==> src/rtl/cam_config_sequencer.sv <==
// Camera power-up register sequencer: walks a register table, issues
// I2C writes with retry and delays, then waits for VSYNC frames to settle.
module cam_config_sequencer #(
  parameter int IDX_W         = 8,
  parameter int DELAY_UNIT    = 50000,
  parameter int RESET_DELAY   = 100000,
  parameter int MAX_RETRY     = 3,
  parameter int SETTLE_FRAMES = 2
) (
  input  logic             clk,
  input  logic             rst_n,
  input  logic             start,
  output logic [IDX_W-1:0] rom_addr,
  input  logic [15:0]      rom_data,
  output logic             i2c_req,
  output logic [7:0]       i2c_reg,
  output logic [7:0]       i2c_val,
  input  logic             i2c_ack,
  input  logic             i2c_done,
  input  logic             i2c_nack,
  input  logic             vsync,
  output logic             busy,
  output logic             locked,
  output logic             error,
  output logic [IDX_W-1:0] wr_count
);

  typedef enum logic [3:0] {
    S_IDLE, S_FETCH, S_DECODE, S_ISSUE, S_WAIT,
    S_DELAY, S_NEXT, S_SETTLE, S_LOCKED, S_ERROR
  } state_e;

  localparam logic [31:0] RST_LOAD =
    (RESET_DELAY > 0) ? 32'(RESET_DELAY - 1) : 32'd0;

  state_e           state_q;
  logic [IDX_W-1:0] addr_q;
  logic [IDX_W-1:0] wrc_q;
  logic [7:0]       reg_q;
  logic [7:0]       val_q;
  logic             req_q;
  logic             busy_q;
  logic             locked_q;
  logic             error_q;
  logic [31:0]      dly_q;
  logic [7:0]       retry_q;
  logic [7:0]       frame_q;
  logic [2:0]       vs_q;

  logic        vs_rise;
  logic        done_now;
  logic        soft_rst;
  logic        is_term;
  logic        is_dly;
  logic        is_wr;
  logic [31:0] unit_dly;
  logic [31:0] dly_load;

  assign vs_rise  = vs_q[1] & ~vs_q[2];
  // ack and done together in ISSUE are taken as ack followed by done
  assign done_now = i2c_done &
                    ((state_q == S_WAIT) |
                     ((state_q == S_ISSUE) & i2c_ack));
  assign soft_rst = (reg_q == 8'h12) & val_q[7];
  assign is_term  = (rom_data == 16'hFFFF);
  assign is_dly   = (rom_data[15:8] == 8'hFF) & ~is_term;
  assign is_wr    = (rom_data[15:8] != 8'hFF);
  assign unit_dly = 32'(rom_data[7:0]) * 32'(DELAY_UNIT);
  assign dly_load = (unit_dly == 32'd0) ? 32'd0 : unit_dly - 32'd1;

  always_ff @(posedge clk or negedge rst_n) begin
    if (!rst_n) begin
      vs_q <= '0;
    end else begin
      vs_q <= {vs_q[1:0], vsync};
    end
  end

  always_ff @(posedge clk or negedge rst_n) begin
    if (!rst_n) begin
      state_q  <= S_IDLE;
      addr_q   <= '0;
      wrc_q    <= '0;
      reg_q    <= '0;
      val_q    <= '0;
      req_q    <= 1'b0;
      busy_q   <= 1'b0;
      locked_q <= 1'b0;
      error_q  <= 1'b0;
      dly_q    <= '0;
      retry_q  <= '0;
      frame_q  <= '0;
    end else begin
      unique case (state_q)
        S_IDLE, S_LOCKED, S_ERROR: begin
          if (start) begin
            state_q  <= S_FETCH;
            addr_q   <= '0;
            wrc_q    <= '0;
            retry_q  <= '0;
            locked_q <= 1'b0;
            error_q  <= 1'b0;
            busy_q   <= 1'b1;
          end
        end
        S_FETCH: state_q <= S_DECODE;
        S_DECODE: begin
          unique case (1'b1)
            is_term: begin
              state_q <= S_SETTLE;
              frame_q <= '0;
            end
            is_dly: begin
              state_q <= S_DELAY;
              dly_q   <= dly_load;
            end
            is_wr: begin
              reg_q   <= rom_data[15:8];
              val_q   <= rom_data[7:0];
              req_q   <= 1'b1;
              state_q <= S_ISSUE;
            end
          endcase
        end
        S_ISSUE: begin
          if (i2c_ack) begin
            req_q   <= 1'b0;
            state_q <= S_WAIT;
          end
        end
        S_WAIT: ;
        S_DELAY: begin
          if (dly_q == 32'd0) state_q <= S_NEXT;
          else dly_q <= dly_q - 32'd1;
        end
        S_NEXT: begin
          if (addr_q == '1) begin
            state_q <= S_ERROR;
            error_q <= 1'b1;
            busy_q  <= 1'b0;
          end else begin
            addr_q  <= addr_q + IDX_W'(1);
            state_q <= S_FETCH;
          end
        end
        S_SETTLE: begin
          if (vs_rise) begin
            if (frame_q + 8'd1 >= 8'(SETTLE_FRAMES)) begin
              state_q  <= S_LOCKED;
              locked_q <= 1'b1;
              busy_q   <= 1'b0;
            end else begin
              frame_q <= frame_q + 8'd1;
            end
          end
        end
        default: state_q <= S_IDLE;
      endcase

      if (done_now) begin
        if (!i2c_nack) begin
          wrc_q   <= wrc_q + IDX_W'(1);
          retry_q <= '0;
          if (soft_rst) begin
            state_q <= S_DELAY;
            dly_q   <= RST_LOAD;
          end else begin
            state_q <= S_NEXT;
          end
        end else if (retry_q < 8'(MAX_RETRY)) begin
          retry_q <= retry_q + 8'd1;
          req_q   <= 1'b1;
          state_q <= S_ISSUE;
        end else begin
          state_q <= S_ERROR;
          error_q <= 1'b1;
          busy_q  <= 1'b0;
        end
      end
    end
  end

  assign rom_addr = addr_q;
  assign i2c_req  = req_q;
  assign i2c_reg  = reg_q;
  assign i2c_val  = val_q;
  assign busy     = busy_q;
  assign locked   = locked_q;
  assign error    = error_q;
  assign wr_count = wrc_q;

endmodule

==> config.mk <==
export PLATFORM = sky130hd
export DESIGN_NAME = cam_config_sequencer
export DESIGN_NICKNAME = d
export VERILOG_FILES = /design/src/rtl/cam_config_sequencer.sv
export SDC_FILE = /design/constraint.sdc
export NUM_CORES = 1
export LEC_CHECK = 0
export CAP_MARGIN = 20
export CORE_ASPECT_RATIO = 0.8
export CORE_MARGIN = 2
export CORE_UTILIZATION = 53
export CTS_CLUSTER_SIZE = 12
export DETAILED_ROUTE_END_ITERATION = 7
export GPL_TIMING_DRIVEN = 0
export PLACE_DENSITY = 0.77
export SLEW_MARGIN = 40
export SYNTH_ARGS = -nofsm -noshare
export SYNTH_HDL_FRONTEND = slang
export SYNTH_SLANG_ARGS = --single-unit
==> constraint.sdc <==
create_clock -name clk -period 2.7 [get_ports clk]
set_clock_uncertainty 0.05 [all_clocks]
set_input_delay 0.675 -clock clk [delete_from_list [all_inputs] [get_ports clk]]
set_output_delay 0.675 -clock clk [all_outputs]
set_load 0.02 [all_outputs]
==> summary.md <==
| Metric | Value |
|---|---|
| Clk pin slew, worst setup/hold paths | `0.07 ns` |
| Syn nets | `859` |
| Top Ports | `59` |
| Max FFs per register | `32` |
| Port buffer count | `58` |
| Full die area | `0.0137 mm^2` |
| Mapped Area | `0.00676 mm^2` |
| Setup crit start kind | `input port` |
| Max frequency | `214 MHz` |
| Crit Path Max Fanout | `6` |
| Vias in the first global route | `6460` |
| Initial antenna violation count | `0` |
| Final Hold Vio Count | `0` |
| Setup WS pre-CTS | `-3.32 ns` |
| Worst-Margin Slew | `0.701 ns` |
| Slew Limit Fails | `0` |
| Complex-gate fraction of the synthesized area | `0.192` |
| Max-Cap Viols | `0` |
| Async SR Flop Fraction | `1.00` |
| Clock latency on the worst-skew pair | `0.35 ns` |
| Synthesized area per cell | `8.86 um^2` |
| First-pass GRT wire length | `32600 um` |
| Final worst slack | `-1.97 ns` |
| Post-synthesis mux area share | `0.0157` |
| WL/cell | `20.7 um` |
| Routability cong. | `0.915` |
| Largest area contributor in the netlist | `dfrtp_1` |
| Endpoints failing setup | `33` |
| Hold_ws | `0.147 ns` |
| Failing checks | `negative setup slack` |
| Die H | `105 um` |
| H-tree depth | `3` |
| Status | `complete, but fails checks` |
| Clock Sinks | `91` |
| Register area share after synthesis | `0.337` |
| Root Buffer | `clkbuf_16` |
| Post-Synth Adder-Cell Area | `0.148` |
| Drt initial violations | `866` |
| Rel. slew slack | `0.532` |
| Predominant post-synthesis flop cell | `dfrtp_1` |
| Critical path arrival | `4.83 ns` |
| Remaining routing DRC violations | `0` |
| Core Area | `0.0123 mm^2` |
| Vias | `6942` |
| Synth Register Bits | `91` |
| Post-DRT Antenna Nets | `0` |
| Leak | `3.83 nW` |
| Gr usage total | `0.298` |
| Simple-Gate Fraction of Synth Area | `0.242` |
| CTS tree | `done` |
| Final core occ | `0.744` |
| Layout cells sized above 1 | `0.248` |
| Critical Setup Path Class | `input port to flop` |
| Fin nets | `975` |
| Die X | `130 um` |
| Final wirelength | `21800 um` |
| RSZ-0062 raised after global routing | `yes` |
| VDD IR max | `461 uV` |
| Mapped Cells | `763` |
| Clk buf depth | `2` |
| Final worst path period share | `1.73` |
| # diodes | `0` |
| Row count | `36` |
| Yosys cell types | `72` |
| Synth area leaders | `dfrtp_1, ha_1, nand2_1, fa_1, a21oi_1` |
| Initial Util | `0.550` |
| Final Power | `9.15 mW` |
| Num CTS Buffers | `9` |
| Area Growth Syn to Fin | `35.4%` |
| Detail Placement HPWL | `13700 um` |
| Vias per std cell | `6.58` |
| Tmin final | `4.67 ns` |
| Largest register by flop count | `dly_q` |
| 1st-pass router iterations | `6` |
| Hold Path Class | `input port to async pin` |
| Post-synth EDFFs | `0` |
| Gr ovfl total | `0` |
| WP data required | `2.85 ns` |
| Main combinational cell family by area after synthesis | `simple AND/OR/NAND/NOR gates` |
| Largest net degree at the start of global routing | `61` |
| Post-Synth XOR/XNOR Area | `0.0376` |
| Yosys top cell area share | `0.337` |
| Yosys warns | `0` |
| Critical Path End Type | `flop` |
| Pwr dens | `1000 mW/mm^2` |
==> cell usage after synthesis, types with 5 or more instances <==
cell,number
clkbuf_1,25
nor3_1,32
nor2_1,57
o21ai_0,41
mux2i_1,5
and3_1,8
nand3_1,24
nand4_1,16
o31ai_1,6
nor2b_1,8
xnor2_1,15
fa_1,12
or4_1,7
or3_1,13
xor2_1,14
inv_1,20
or2_2,5
and2_1,19
ha_1,61
dfrtp_1,91
nand2_1,89
nor4_1,9
a311oi_1,8
nor3b_1,6
o211ai_1,18
a31oi_1,16
a21oi_1,44
a21o_1,10
mux2_2,5
==> power by group <==
| part | total (mW) | leakage, nW | switching [mW] | internal, mW |
|---|---|---|---|---|
| logic | 5.61 | 2.51 | 3.15 | 2.46 |
| registers | 2.25 | 1.18 | 0.473 | 1.78 |
| clock network | 1.29 | 0.140 | 0.565 | 0.726 |
| total | 9.15 | 3.83 | 4.19 | 4.97 |
==> repair_timing <==
action                                  in CTS  in global routing
endpoints found under the setup margin      59                 51
hold buffers                                 0                  0
resized for setup                          150                 71
setup buffers                               33                 18
pin swaps                                   70                 57
gates cloned                                 1                  0
==> cell families (layout without fill, tap and decap cells) <==
logic type,after synthesis,count (layout)
compound gates,194,194
xor+xnor,29,29
fa+ha+maj,73,73
buf+inv,49,170
flops,91,91
mux,10,10
simple gates,317,317
==> layout make-up <==
type	count	area, um^2
Inverter	20	75.1
Clock buffer	10	229
Tap cell	171	214
Clock inverter	6	71.3
Multi-Input combinational cell	623	5110
Sequential cell	91	2280
Buffer	25	125
Timing Repair Buffer	109	1050
Fill cell	800	3140
==> cells in the final DEF, fill, tap and decap left out, types with 6 or more instances in the layout <==
cell / instances
dfrtp_1: 89
nand2_1: 85
nor2_1: 51
clkdlybuf4s50_1: 49
ha_1: 45
buf_4: 43
a21oi_1: 34
o21ai_0: 30
nor3_1: 24
nand3_1: 20
o211ai_1: 18
inv_1: 17
and2_1: 17
nand4_1: 16
clkbuf_1: 14
a31oi_1: 14
ha_4: 14
xor2_1: 13
buf_6: 12
or3_1: 11
o21ai_2: 10
xnor2_1: 9
a21o_1: 9
fa_1: 9
clkbuf_16: 9
and3_1: 7
nor4_4: 7
a21oi_2: 7
clkbuf_2: 6
nor3b_1: 6
a311oi_1: 6
xnor2_2: 6
==> final timing paths <==
check | startpoint | to | slack, ns | cells past startpoint
min in group clk | vs_q[0]$_DFF_PN0_ | vs_q[1]$_DFF_PN0_ | 0.29 | 0
worst min-delay path | rst_n | i2c_reg[3]$_DFFE_PN0P_ | 0.15 | 1
worst max-delay path | rom_data[2] | dly_q[14]$_DFF_PN0_ | -1.97 | 20
max in group asynchronous | rst_n | dly_q[24]$_DFF_PN0_ | 1.82 | 2
worst max register to register | state_q[3]$_DFFE_PN0P_ | dly_q[11]$_DFF_PN0_ | -0.42 | 8
worst min register to register | vs_q[0]$_DFF_PN0_ | vs_q[1]$_DFF_PN0_ | 0.29 | 0
==> critical path, cell delays in order <==
cell,delay (ns)
buf_12,0.11
ha_4,0.25
ha_4,0.26
inv_2,0.03
fa_1,0.49
inv_1,0.06
fa_1,0.54
ha_4,0.25
a21o_1,0.21
a21oi_2,0.17
xnor2_2,0.13
nor3_4,0.30
nand4_1,0.18
buf_4,0.19
nor4_4,0.20
buf_6,0.20
a31oi_4,0.13
buf_6,0.18
o211ai_1,0.11
a31oi_1,0.13
==> metal layers <==
metal  GRT usage  vias to the layer above  wire [um]  part of all wire
li1            -                     3086          -                 -
met2       0.459                      451      10100              0.46
met3      0.0614                      103       2090             0.096
met5           0                        -          0                 0
met4      0.0829                        0        708             0.032
met1       0.425                     3302       8930              0.41
==> stage by stage <==
stage               setup TNS (ns)  std cells  area, um^2
CTS                         -42.83       1040        8760
floorplan                   -44.80        763        6880
finish                      -45.67       1055        9150
global route                -49.00       1055        9150
detailed placement          -94.18        993        7710
global placement           -301.81        992        7670
(Power assumes the default switching activity.)
